File: config.mk
export PLATFORM = sky130hd
export DESIGN_NAME = score_renderer
export DESIGN_NICKNAME = d
export VERILOG_FILES = /design/src/rtl/score_pkg.sv /design/src/rtl/score_renderer_bcd_counter4.sv /design/src/rtl/score_renderer.sv
export SDC_FILE = /design/constraint.sdc
export NUM_CORES = 1
export LEC_CHECK = 0
export CAP_MARGIN = 20
export CORE_ASPECT_RATIO = 1.75
export CORE_MARGIN = 3
export CORE_UTILIZATION = 44
export DETAILED_ROUTE_END_ITERATION = 8
export PLACE_DENSITY = 0.73
export SKIP_CTS_REPAIR_TIMING = 1
export SLEW_MARGIN = 30
export SYNTH_ARGS = -nofsm -noshare
export SYNTH_HDL_FRONTEND = slang
export SYNTH_SLANG_ARGS = --single-unit
File: constraint.sdc
create_clock -name Clk -period 6.7 [get_ports Clk]
set_clock_uncertainty 0.15 [all_clocks]
set_input_delay 1.34 -clock Clk [delete_from_list [all_inputs] [get_ports Clk]]
set_output_delay 1.34 -clock Clk [all_outputs]
set_load 0.1 [all_outputs]
File: src/rtl/score_pkg.sv
// score_pkg: glyph codes, text-box geometry and the BCD score type shared by the score renderer.
package score_pkg;
  localparam logic [3:0] GLYPH_S = 4'd0;
  localparam logic [3:0] GLYPH_C = 4'd1;
  localparam logic [3:0] GLYPH_O = 4'd2;
  localparam logic [3:0] GLYPH_R = 4'd3;
  localparam logic [3:0] GLYPH_E = 4'd4;
  localparam logic [3:0] GLYPH_DIGIT0 = 4'd5;
  localparam int GLYPH_W = 16;
  localparam int GLYPH_H = 16;
  localparam int TEXT_LEN = 10;
  localparam logic [3:0] BLANK_SLOT = 4'd5;
  typedef logic [3:0][3:0] bcd4_t;
endpackage

File: src/rtl/score_renderer_bcd_counter4.sv
// bcd_counter4: saturating 4-digit BCD counter; ports clk/rst, clr (priority), inc, bcd value out, sat high at 9999.
module bcd_counter4
  import score_pkg::*;
(
  input  logic  clk,
  input  logic  rst,
  input  logic  clr,
  input  logic  inc,
  output bcd4_t bcd,
  output logic  sat
);
  bcd4_t bcd_d, bcd_q;
  logic cy;
  assign bcd = bcd_q;
  assign sat = bcd_q == 16'h9999;
  always_comb begin
    bcd_d = bcd_q;
    cy = inc & ~sat;
    for (int i = 0; i < 4; i++) begin
      bcd_d[i] = cy ? (bcd_q[i] == 4'd9 ? 4'd0 : bcd_q[i] + 4'd1) : bcd_q[i];
      cy = cy & (bcd_q[i] == 4'd9);
    end
    bcd_d = clr ? '0 : bcd_d;
  end
  always_ff @(posedge clk) bcd_q <= rst ? '0 : bcd_d;
endmodule

File: src/rtl/score_renderer.sv
// score_renderer: draws "SCORE dddd" at (X0,Y0); ports Clk/Reset, score_inc/score_clr/frame_start, DrawX/DrawY in, rom_addr/rom_data glyph ROM link, pixel_on (2-clock latency), score_bcd/score_sat live score.
module score_renderer
  import score_pkg::*;
#(
  parameter int unsigned X0 = 16,
  parameter int unsigned Y0 = 16
) (
  input  logic        Clk,
  input  logic        Reset,
  input  logic        score_inc,
  input  logic        score_clr,
  input  logic        frame_start,
  input  logic [9:0]  DrawX,
  input  logic [9:0]  DrawY,
  output logic [8:0]  rom_addr,
  input  logic [15:0] rom_data,
  output logic        pixel_on,
  output logic [15:0] score_bcd,
  output logic        score_sat
);
  logic [9:0] dx, dy;
  logic [3:0] slot, glyph, col_d, col_q;
  logic [1:0] d_idx;
  logic in_box, valid_d, valid_q, pixel_on_d, pixel_on_q;
  logic [8:0] rom_addr_d, rom_addr_q;
  bcd4_t score, shadow_d, shadow_q;
  bcd_counter4 u_cnt (
    .clk(Clk),
    .rst(Reset),
    .clr(score_clr),
    .inc(score_inc),
    .bcd(score),
    .sat(score_sat)
  );
  assign score_bcd = score;
  assign rom_addr = rom_addr_q;
  assign pixel_on = pixel_on_q;
  always_comb begin
    dx = DrawX - 10'(X0);
    dy = DrawY - 10'(Y0);
    // explicit compares reject coordinates left of / above the box that would wrap into it
    in_box = DrawX >= 10'(X0) && DrawY >= 10'(Y0) && dx < 10'(TEXT_LEN * GLYPH_W) && dy < 10'(GLYPH_H);
    slot = dx[7:4];
    col_d = dx[3:0];
    valid_d = in_box && slot != BLANK_SLOT;
    // slots 6..9 show thousands..units of the frame shadow
    d_idx = 2'(4'd9 - slot);
    glyph = slot == 4'd0 ? GLYPH_S :
            slot == 4'd1 ? GLYPH_C :
            slot == 4'd2 ? GLYPH_O :
            slot == 4'd3 ? GLYPH_R :
            slot == 4'd4 ? GLYPH_E : GLYPH_DIGIT0 + shadow_q[d_idx];
    rom_addr_d = valid_d ? {1'b0, glyph, dy[3:0]} : rom_addr_q;
    pixel_on_d = valid_q & rom_data[4'd15 - col_q];
    shadow_d = frame_start ? score : shadow_q;
  end
  always_ff @(posedge Clk) begin
    rom_addr_q <= Reset ? '0 : rom_addr_d;
    col_q <= Reset ? '0 : col_d;
    valid_q <= Reset ? 1'b0 : valid_d;
    pixel_on_q <= Reset ? 1'b0 : pixel_on_d;
    shadow_q <= Reset ? '0 : shadow_d;
  end
endmodule

; ---- Yosys cells after proc, flatten, opt, wreduce, memory -nomap -nowiden
; Index checks and enable logic that the tools add are counted.
[totals]
output_inout_bits = 27
ff_bits = 46
[classes]
add_sub_neg = 9
n_lt_le_gt_ge = 6
n_mux = 13
n_reduce_logical = 6
bitwise = 6
eq_ne = 10
[ops]
columns = op, n
row1 = $mux 4, 10
row2 = $ge 10x5->1 const B, 2
row3 = $sub 10x5->10 const B, 2
row4 = $add 4x1->4 const B, 4
row5 = $eq 16x16->1 const B, 1
row6 = $eq 4x4->1 const B, 4
row7 = $lt 10x5->1 const B, 1
row8 = $lt 10x8->1 const B, 1
row9 = $bmux 4 s2, 1
row10 = $eq 4x2->1 const B, 2
row11 = $and 1x1->1, 5
row12 = $lt 4x5->1 const B, 1
row13 = $add 3x4->4 const A, 1
row14 = $bmux 1 s4, 1
row15 = $eq 4x1->1 const B, 1
row16 = $eq 4x3->1 const B, 1
row17 = $logic_and 1x1->1, 4
row18 = $logic_not 4->1, 1
row19 = $ne 4x3->1 const B, 1
row20 = $sub 4x4->4 const A, 1
row21 = $lt 2x3->1 const B, 1
row22 = $reduce_or 2->1, 1
row23 = $sub 1x2->2 const A, 1
row24 = $mux 1, 1
row25 = $not 1->1, 1

; ---- Longest topological paths before layout
[logic_depth]
word_depth = 10
depth_mapped = 10

; ---- Hierarchy
; From an unflattened synthesis, not the netlist that was laid out.
[hier_totals]
cells_unflattened = 265
area_unflattened_um2 = 2557.5
[by_module_without_submodules]
columns = mod, area_per_inst_um2, cells_per_inst, n_inst
row1 = score_renderer, 1722.9, 166, 1
row2 = bcd_counter4, 834.6, 99, 1

; ---- Worst setup path before layout
; Ideal clock, no wire load.
[synth_timing]
path_kind = register to output
startpoint = register u_cnt.bcd_q, in the netlist u_cnt.bcd[4]
endpoint = output score_sat
path_slack_ps = 2721
arrival_ps = 2489
stages_incl_launch_ff = 5
required_ps = 5210
path_buffers = 0
cell_sequence = dfxtp_1 nand4bb_1 nand3b_1 nor2_1 and2_1
[synth_via]
elab_chain_cells = 1
[synth_lines]
columns = element, line_no
row1 = from (decl), score_renderer_bcd_counter4.sv:12  ; bcd4_t bcd_d, bcd_q;
row2 = from (signal assigned), score_renderer_bcd_counter4.sv:25  ; always_ff @(posedge clk) bcd_q <= rst ? '0 : bcd_d;
row3 = $eq 16x16->1, score_renderer_bcd_counter4.sv:15  ; assign sat = bcd_q == 16'h9999;
row4 = to (decl), score_renderer.sv:19  ; output logic score_sat
; No other way between the ends.

; ---- Worst setup path after layout
[layout_timing]
startpoint = register u_cnt.bcd_q, in the netlist u_cnt.bcd[15]
endpoint = output score_sat
; Same word-level chain as after synthesis.

==> summary.md <==
| Metric | Value |
|---|---|
| Distinct cells, synth | 51 |
| Aggregate negative setup slack | 0 ns |
| Std-Cell Core Area | 5260 um2 |
| Worst Setup End Kind | output pin |
| Htree depth | 2 |
| DP Worst Slack | 2.21 ns |
| Vias/cell | 5.56 |
| Combinational power share | 12.5% |
| Max cap viols | 0 |
| Clk buf depth | 2 |
| Largest net degree at the start of global routing | 32 |
| DR vias | 2,036 |
| Avg Cell Area, Syn | 9.60 um2 |
| Post-synth top flop | dfxtp_1 |
| Worst-skew pair later-pin latency | 0.29 ns |
| N_diodes | 0 |
| CTS clock-pin slew for the worst setup and hold paths | 0.09 ns |
| Reg power frac | 50.0% |
| Hold Path Class | flop to flop |
| Sequential area share after synthesis | 38.4% |
| Synth Net Count | 297 |
| Num CTS Buffers | 5 |
| Kind of critical path | flop to output pin |
| RD Place Congestion | 0.794 |
| Layout cells sized above 1 | 7.72% |
| Internal power | 0.424 mW |
| Crit-path max FO | 5 |
| Flops & latches, synth | 46 |
| Placed cell areas | 3060 um2 |
| P_leak | 1.25 nW |
| Fin. Hold Viols | 0 |
| Remaining global-route overflow | 0 |
| Die area | 6410 um2 |
| RSZ-0062 raised after global routing | false |
| Post-Syn Instances | 250 |
| Final WL | 5.53 mm |
| Hold slack | 0.309 ns |
| Number of clock sinks | 46 |
| Worst Tran Pin Value | 0.988 ns |
| Total power draw | 0.555 mW |
| Req. time, crit path | 5.21 ns |
| Vias in the first global route | 2,041 |
| Layout area overhead | 31.9% |
| Routed Antenna Nets | 0 |
| Ys async rst share | 0% |
| Status | complete, no violations |
| Fin cells | 366 |
| Root Driver | clkbuf_8 |
| EDFF count, synth | 0 |
| IO buf count | 66 |
| Clock power share | 37.6% |
| Highest clock rate | 229 MHz |
| TritonCTS clock tree | yes |
| Drt pass-1 iters | 4 |
| Synth Warn # | 0 |
| Final Critical Period | 4.36 ns |
| Slew headroom | 33.9% |
| Std-Cell Rows | 35 |
| DP HPWL | 4.28 mm |
| Initial antenna violation count | 0 |
| Psw | 0.131 mW |
| Cell taking the most area after synthesis | dfxtp_1 |
| Net Sw Frac | 23.5% |
| DRC | 0 |
| Pwr/cell area | 175 nW/um2 |
| Tcrit/Tclk final | 65.1% |
| Startpoint Class | flop |
| Maximum VDD drop | 0.000189 V |
| Fin worst setup slack | 2.34 ns |
| Placed Instances | 358 |
| Post-DR wirelength/cell | 15.1 um |
| First-pass GRT wire length | 9.24 mm |
| Die X | 61.8 um |
| Die Ht | 104 um |
| Top cells by area, synth | dfxtp_1 (38%), mux2i_1 (9.6%), nor2_1 (7.2%) |
| Post-synth top area share | 38.4% |
| Gr usage total | 18.8% |
| Worst path arrival time | 2.87 ns |
| Fin area | 3170 um2 |
| Top cells by count, synth | dfxtp_1 (46), nor2_1 (46), mux2i_1 (23) |
| Syn Std Cell Area | 2400 um2 |
| Fin util | 60.3% |
| Initial Util | 45.7% |
| Slew Limit Fails | 0 |
| Iteration-0 DRC Markers | 74 |
| Final nets | 357 |
| # IOs | 68 |
| Final setup vio count | 0 |
critical path, stage by stage (launching register included):
cell and delay (ns):
dfxtp_1 0.45, nor4bb_1 0.45, nand3b_1 0.23, nor2_1 0.17
and2_1 0.14, clkdlybuf4s50_1 1.13
power by group through the flow:
| stage | combinational [mW] | clock, mW | sequential (mW) |
|---|---|---|---|
| finish | 0.0693 | 0.208 | 0.277 |
| global route | 0.0745 | 0.223 | 0.278 |
| global placement | 0.0682 | 0 | 0.284 |
| detailed placement | 0.0692 | 0 | 0.284 |
| floorplan | 0.0359 | 0 | 0.287 |
| CTS | 0.0694 | 0.214 | 0.277 |
layer usage:
| metal | wire length (um) | vias to the layer above | share of wire, % | global-route usage, % |
|---|---|---|---|---|
| met3 | 160 | 6 | 2.9 | 3.37 |
| met5 | 0 | - | 0 | 0 |
| met1 | 2050 | 974 | 37 | 20.2 |
| met4 | 97 | 0 | 1.8 | 6.83 |
| met2 | 3220 | 51 | 58 | 34.1 |
| li1 | - | 1005 | - | - |
layout by cell type (no fill, tap or decap), types with 5 or more instances in the layout:
cell type	n
clkdlybuf4s50_1	65
nor2_1	46
inv_1	9
mux4_2	5
mux2i_1	23
o21ai_0	6
nor2b_1	6
a21oi_1	9
ha_1	6
nor3_1	6
dfxtp_1	46
clkbuf_8	5
nand2_1	12
xor2_1	8
registers in the layout (all words and copies together) (netlist names):
name	flops
shadow_q	16
u_cnt.bcd	16
rom_addr	8
col_q	4
pixel_on	1
valid_q	1
worst paths after layout:
path | startpoint | endpoint | slack (ns) | cells past startpoint
max reg2reg | u_cnt.bcd[3] | u_cnt.bcd[15] | 4.62 | 6
max | u_cnt.bcd[15] | score_sat | 2.34 | 5
min | rom_addr[6] | rom_addr[6] | 0.31 | 2
min reg2reg | rom_addr[6] | rom_addr[6] | 0.31 | 2
cell families (layout without fill, tap and decap cells):
logic type | count (synthesis) | in the layout | synth area share [%]
xor gates and xnor gates | 12 | 12 | 4.38
and+or+nand+nor | 100 | 100 | 21.9
other | 1 | 1 | 0.156
AOI/OAI and AO/OA | 31 | 31 | 8.81
buffers and inverters | 22 | 83 | 4.59
DFF | 46 | 46 | 38.4
adders and majority gates | 6 | 6 | 3.13
muxes | 32 | 32 | 18.7
final cells by class:
class                           count  area, um2
Fill cell                         478       2090
Inverter                            9       33.8
Multi-Input combinational cell    182       1380
Clock inverter                      3       43.8
Tap cell                           55       68.8
Clock buffer                        5       68.8
Timing Repair Buffer               66        656
Sequential cell                    46        921
Power figures use the tool's default switching activity.
